--- config.mk ---
export PLATFORM = sky130hd
export DESIGN_NAME = game_flow_ctrl
export DESIGN_NICKNAME = d
export VERILOG_FILES = /design/src/rtl/game_flow_ctrl.sv
export SDC_FILE = /design/constraint.sdc
export NUM_CORES = 1
export LEC_CHECK = 0
export BUFFER_PORTS_ARGS = -buffer_cell sky130_fd_sc_hd__buf_4
export CORE_ASPECT_RATIO = 1.4
export CORE_MARGIN = 2
export CORE_UTILIZATION = 25
export CTS_CLUSTER_DIAMETER = 40
export DETAILED_ROUTE_END_ITERATION = 16
export GPL_ROUTABILITY_DRIVEN = 0
export GPL_TIMING_DRIVEN = 0
export HOLD_SLACK_MARGIN = 0.1
export PLACE_DENSITY = 0.5
export SYNTH_ARGS = -nofsm -noshare
export SYNTH_HDL_FRONTEND = slang
export SYNTH_SLANG_ARGS = --single-unit
--- constraint.sdc ---
create_clock -name clock -period 2.4 [get_ports clock]
set_clock_uncertainty 0.15 [all_clocks]
set_input_delay 0.36 -clock clock [delete_from_list [all_inputs] [get_ports clock]]
set_output_delay 0.36 -clock clock [all_outputs]
set_load 0.05 [all_outputs]
--- src/rtl/game_flow_ctrl.sv ---
// rtl/game_flow_ctrl.sv - runner game session FSM with debounced jump, variable-rate tick, lives, score and level
module game_flow_ctrl #(
    parameter int LIVES           = 3,
    parameter int DEBOUNCE_CYC    = 16,
    parameter int TICK_DIV        = 1024,
    parameter int LEVELS          = 4,
    parameter int SCORE_PER_LEVEL = 100,
    parameter int HIT_FREEZE      = 64,
    parameter int SCORE_W         = 14
) (
    input  logic                        clock,
    input  logic                        rst,
    input  logic                        jump,
    input  logic                        collide,
    output logic [1:0]                  state,
    output logic                        game_tick,
    output logic                        jump_pulse,
    output logic [2:0]                  lives,
    output logic [$clog2(LEVELS)-1:0]   level,
    output logic [SCORE_W-1:0]          score
);

    localparam int LVL_W  = $clog2(LEVELS);
    localparam int DB_W   = $clog2(DEBOUNCE_CYC);
    localparam int TICK_W = $clog2(TICK_DIV);
    localparam int FRZ_W  = $clog2(HIT_FREEZE + 1);
    localparam int SPL_W  = $clog2(SCORE_PER_LEVEL + 1);

    localparam logic [TICK_W:0]  DIV       = (TICK_W + 1)'(TICK_DIV);
    localparam logic [LVL_W-1:0] LVL_MAX   = LVL_W'(LEVELS - 1);
    localparam logic [2:0]       LIVES_INI = 3'(LIVES);

    typedef enum logic [1:0] {
        S_IDLE = 2'b00,
        S_RUN  = 2'b01,
        S_HIT  = 2'b10,
        S_OVER = 2'b11
    } state_t;

    state_t            st;
    logic              sync1, sync2, deb, deb_d;
    logic [DB_W-1:0]   db_cnt;
    logic [TICK_W-1:0] tick_cnt;
    logic [FRZ_W-1:0]  frz_cnt;
    logic [SPL_W-1:0]  lvl_cnt;
    logic              armed;

    logic [TICK_W:0]   period;
    logic              tick_due;
    logic              score_full;
    logic              lvl_wrap;

    assign state = st;

    // Period shrinks with level; compared against the running count so a level
    // change only matters once the counter has wrapped.
    assign period     = DIV >> level;
    assign tick_due   = ({1'b0, tick_cnt} == (period - 1'b1));
    assign score_full = (score == {SCORE_W{1'b1}});
    assign lvl_wrap   = (lvl_cnt == SPL_W'(SCORE_PER_LEVEL - 1));

    always_ff @(posedge clock or negedge rst) begin
        if (!rst) begin
            sync1      <= 1'b1;
            sync2      <= 1'b1;
            deb        <= 1'b1;
            deb_d      <= 1'b1;
            db_cnt     <= '0;
            jump_pulse <= 1'b0;
        end else begin
            sync1      <= jump;
            sync2      <= sync1;
            deb_d      <= deb;
            jump_pulse <= deb_d & ~deb;
            if (sync2 == deb) begin
                db_cnt <= '0;
            end else if (db_cnt == DB_W'(DEBOUNCE_CYC - 1)) begin
                deb    <= sync2;
                db_cnt <= '0;
            end else begin
                db_cnt <= db_cnt + 1'b1;
            end
        end
    end

    always_ff @(posedge clock or negedge rst) begin
        if (!rst) begin
            st        <= S_IDLE;
            lives     <= LIVES_INI;
            level     <= '0;
            score     <= '0;
            game_tick <= 1'b0;
            tick_cnt  <= '0;
            frz_cnt   <= '0;
            lvl_cnt   <= '0;
            armed     <= 1'b0;
        end else begin
            game_tick <= 1'b0;
            case (st)
                S_IDLE: begin
                    lives    <= LIVES_INI;
                    score    <= '0;
                    level    <= '0;
                    lvl_cnt  <= '0;
                    tick_cnt <= '0;
                    if (jump_pulse) begin
                        st    <= S_RUN;
                        armed <= 1'b1;
                    end
                end
                S_RUN: begin
                    if (armed && collide) begin
                        tick_cnt <= '0;
                        frz_cnt  <= '0;
                        lives    <= lives - 3'd1;
                        st       <= (lives == 3'd1) ? S_OVER : S_HIT;
                    end else begin
                        // A collision still asserted from the last hit must drop once before it counts again.
                        if (!collide) begin
                            armed <= 1'b1;
                        end
                        if (tick_due) begin
                            tick_cnt  <= '0;
                            game_tick <= 1'b1;
                            if (!collide && !score_full) begin
                                score <= score + 1'b1;
                                if (lvl_wrap) begin
                                    lvl_cnt <= '0;
                                    if (level != LVL_MAX) begin
                                        level <= level + 1'b1;
                                    end
                                end else begin
                                    lvl_cnt <= lvl_cnt + 1'b1;
                                end
                            end
                        end else begin
                            tick_cnt <= tick_cnt + 1'b1;
                        end
                    end
                end
                S_HIT: begin
                    if (frz_cnt == FRZ_W'(HIT_FREEZE - 1)) begin
                        st      <= S_RUN;
                        armed   <= 1'b0;
                        frz_cnt <= '0;
                    end else begin
                        frz_cnt <= frz_cnt + 1'b1;
                    end
                end
                S_OVER: begin
                    if (jump_pulse) begin
                        st      <= S_IDLE;
                        lives   <= LIVES_INI;
                        score   <= '0;
                        level   <= '0;
                        lvl_cnt <= '0;
                    end
                end
                default: st <= S_IDLE;
            endcase
        end
    end

endmodule

==> results.toml <==
[power]
p_per_area_nw_per_um2 = 779.2
vdd_drop_max_mv = 0.3947
p_leak_nw = 1.554

[min_path]
min_from = "sync1"
worstHoldEndpoint = "sync2"
min_path_cells = 0
worstHoldPathType = "flop to flop"

[floorplan]
num_rows = 46
die_w_um = 95.09
dieHeight_um = 131.5
ios = 27
core_um2 = 11340
die_area_um2 = 12510
initial_utilization = 0.2561

[sta]
setup_violations = 0
finalHoldViolCount = 0
layout_min_cycle_time_ps = 2338
fin_crit_sh = 0.9744
final.setup.worst_slack_ps = 61.52
slew_violations = 0
worstMarginPinSlew_ps = 757.9
slew_headroom = 0.4947
fmax_mhz = 427.6
whs_ps = 211.0

[finish]
final_nets = 359
area_delta_synth_final_pct = 25.03
most-common-layout-cells = "dfrtp_1, nor2_1, buf_4, nand2_1"
layout-drive-gt1-share = 0.2104
num-fill-cells = 1178
layout.cells.non_filler = 491
finalCoreUtilization = 0.3202
diodes = 0
final_common_cell = "dfrtp_1"

[routing]
drt_first_pass_iters = 4
via_count = 2453
routedWlPerCell_um = 14.69
drc_errors = 0
routed_wl_mm = 7.214
vias_per_cell = 4.996
dr.first_iter.drc_count = 122
ant_nets = 0

[critical_path]
start_kind = "flop"
worstSetupPathType = "flop to flop"
end_kind = "flop"
rr_worst_depth = 8
path_max_fanout = 5
crit_arrival_ps = 2350
reg2reg_slack_ps = 60
r2r-start = "score[0]"
reg2reg_to = "score[7]"
critical_path_required_ps = 2410

[yosys]
synth-simple-area-share = 0.2094
seq_area_frac_synth = 0.4851
synth_nets = 314
syn_area_um2 = 2904
synth-compound-area-share = 0.1870
async_flop_share = 1.000
yosys.area.top_type_share = 0.4308
yosysUniqueCellTypes = 49
synth.area.top_cells = "dfrtp_1, dfstp_2, nor2_1"
ys_ff_latch = 56
synthCells = 301
synth_top_family_by_area = "simple AND/OR/NAND/NOR gates"
avgSynthCellArea_um2 = 9.648
synth_flop_cell = "dfrtp_1"
ys_warn_count = 0
synth_edf_count = 0
yosys.area_share.xor_xnor = 0.04222
muxShareOfSynthArea = 0.01120
synth_top_area_cell = "dfrtp_1"
synthAdderAreaFrac = 0.03878

[clock_network]
cts-root-buf = "clkbuf_16"
clock_path_buffers = 2
clk-insertion-delay-late_ps = 290
numCtsBuffers = 5
cts_sinks = 56
htree_levels = 2
clk_pin_slew_worst_paths_ps = 70
cts_tree = "done"

[grt]
use_met2 = 0.1839
grt_start_max_net_pins = 57
grt_first_pass_wirelength_mm = 11.70
busiest_layer = "met2"
grt_pass1_vias = 2398
use_met3 = 0.02294
antenna_found_initial = 0
grt_usage = 0.1152
overflow = 0
grt_util_met1 = 0.1577

[place]
dp_slack_ps = -131.3
placed_cells = 471
io_buffer_count = 26
dp_hpwl_mm = 4.880

[job]
drv_cap = 0

[status]
status = "finished clean"
==> stage by stage <==
step                power, mW  instance area [um^2]  setup TNS (ps)
finish                  2.829                  3631               0
global route            3.004                  3631          -20.19
CTS                     2.869                  3536          -10.81
detailed placement      1.942                  3287           -1142
global placement        1.930                  3287           -1015
floorplan               1.696                  2912               0
==> state kept, by name (all words and copies together) (netlist names) <==
register    count
lives           3
db_cnt          4
game_tick       1
deb_d           1
tick_cnt       10
level           2
state           2
sync2           1
lvl_cnt         7
deb             1
score          14
frz_cnt         7
jump_pulse      1
sync1           1
armed           1
==> kinds of logic (layout without fill, tap and decap cells) <==
group | count (synthesis) | count (layout)
and+or+nand+nor | 120 | 120
AOI/OAI and AO/OA | 83 | 83
DFF | 56 | 56
buffers and inverters | 16 | 62
xor gates and xnor gates | 14 | 14
adders and majority gates | 9 | 9
muxes | 3 | 3
==> area by class of cell <==
cell class                 count  area, um^2  share of cell area
multi-input combinational    229        1486              0.4094
sequential                    56        1416              0.3901
timing repair buffer          38       287.8             0.07926
tap                          144       180.2             0.04962
clock buffer                   7       152.6             0.04204
buffer                         9       51.30             0.01413
clock inverter                 1       30.03            0.008270
inverter                       7       26.28            0.007236
==> cells in the mapped netlist (all sizes together) (2+ instances only) <==
cell and number:
dfrtp 50, nor2 38, nand2 25, a21oi 18
nand3 18, o21ai 16, a31oi 14, ha 9
o31ai 8, xnor2 8, inv 7, clkbuf 6
dfstp 6, nor2b 6, xor2 6, a41oi 5
nand2b 5, nand4 4, o22a 4, or4 4
a22o 3, buf 3, nor3 3, nor3b 3
o41ai 3, a211oi 2, a21boi 2, and3 2
mux2 2, nand4b 2, nor4 2, nor4b 2
o21a 2, o221ai 2, or3 2
==> critical path, stage by stage, from the launching register on <==
cell,delay (ps)
dfrtp_2,430
ha_4,180
nand4_1,160
or4_4,560
and4bb_2,280
buf_6,150
buf_4,130
a21oi_1,120
a31oi_1,50
==> layer usage <==
layer | up-vias | wire (um) | share of wire
met2 | 33 | 3506 | 0.49
met5 | - | 0 | 0
met4 | 0 | 116 | 0.016
li1 | 1203 | - | -
met1 | 1208 | 3395 | 0.47
met3 | 9 | 195 | 0.027
==> report_power, final <==
part	switching (mW)	internal (mW)
Sequential	0.0861	1.03
Clock	0.335	0.550
Combinational	0.552	0.279
==> repair_timing <==
| action | 4_1_cts | 5_1_grt |
|---|---|---|
| pin swaps | 3 | 2 |
| endpoints found under the setup margin | 20 | 22 |
| hold buffers | 2 | 0 |
| endpoints found under the hold margin | 51 | 0 |
| buffers inserted | 3 | 6 |
| gates resized for setup | 5 | 8 |
| cloned | 0 | 1 |
==> worst max path at each step <==
stage | cells after the start | from | to
CTS | 7 | level[0] | score[4]
global placement | 6 | level[0] | score[13]
floorplan | 6 | score[6] | score[9]
finish | 8 | score[0] | score[7]
detailed placement | 6 | level[0] | score[4]
global route | 8 | score[0] | score[7]
Power figures use the tool's default switching activity.
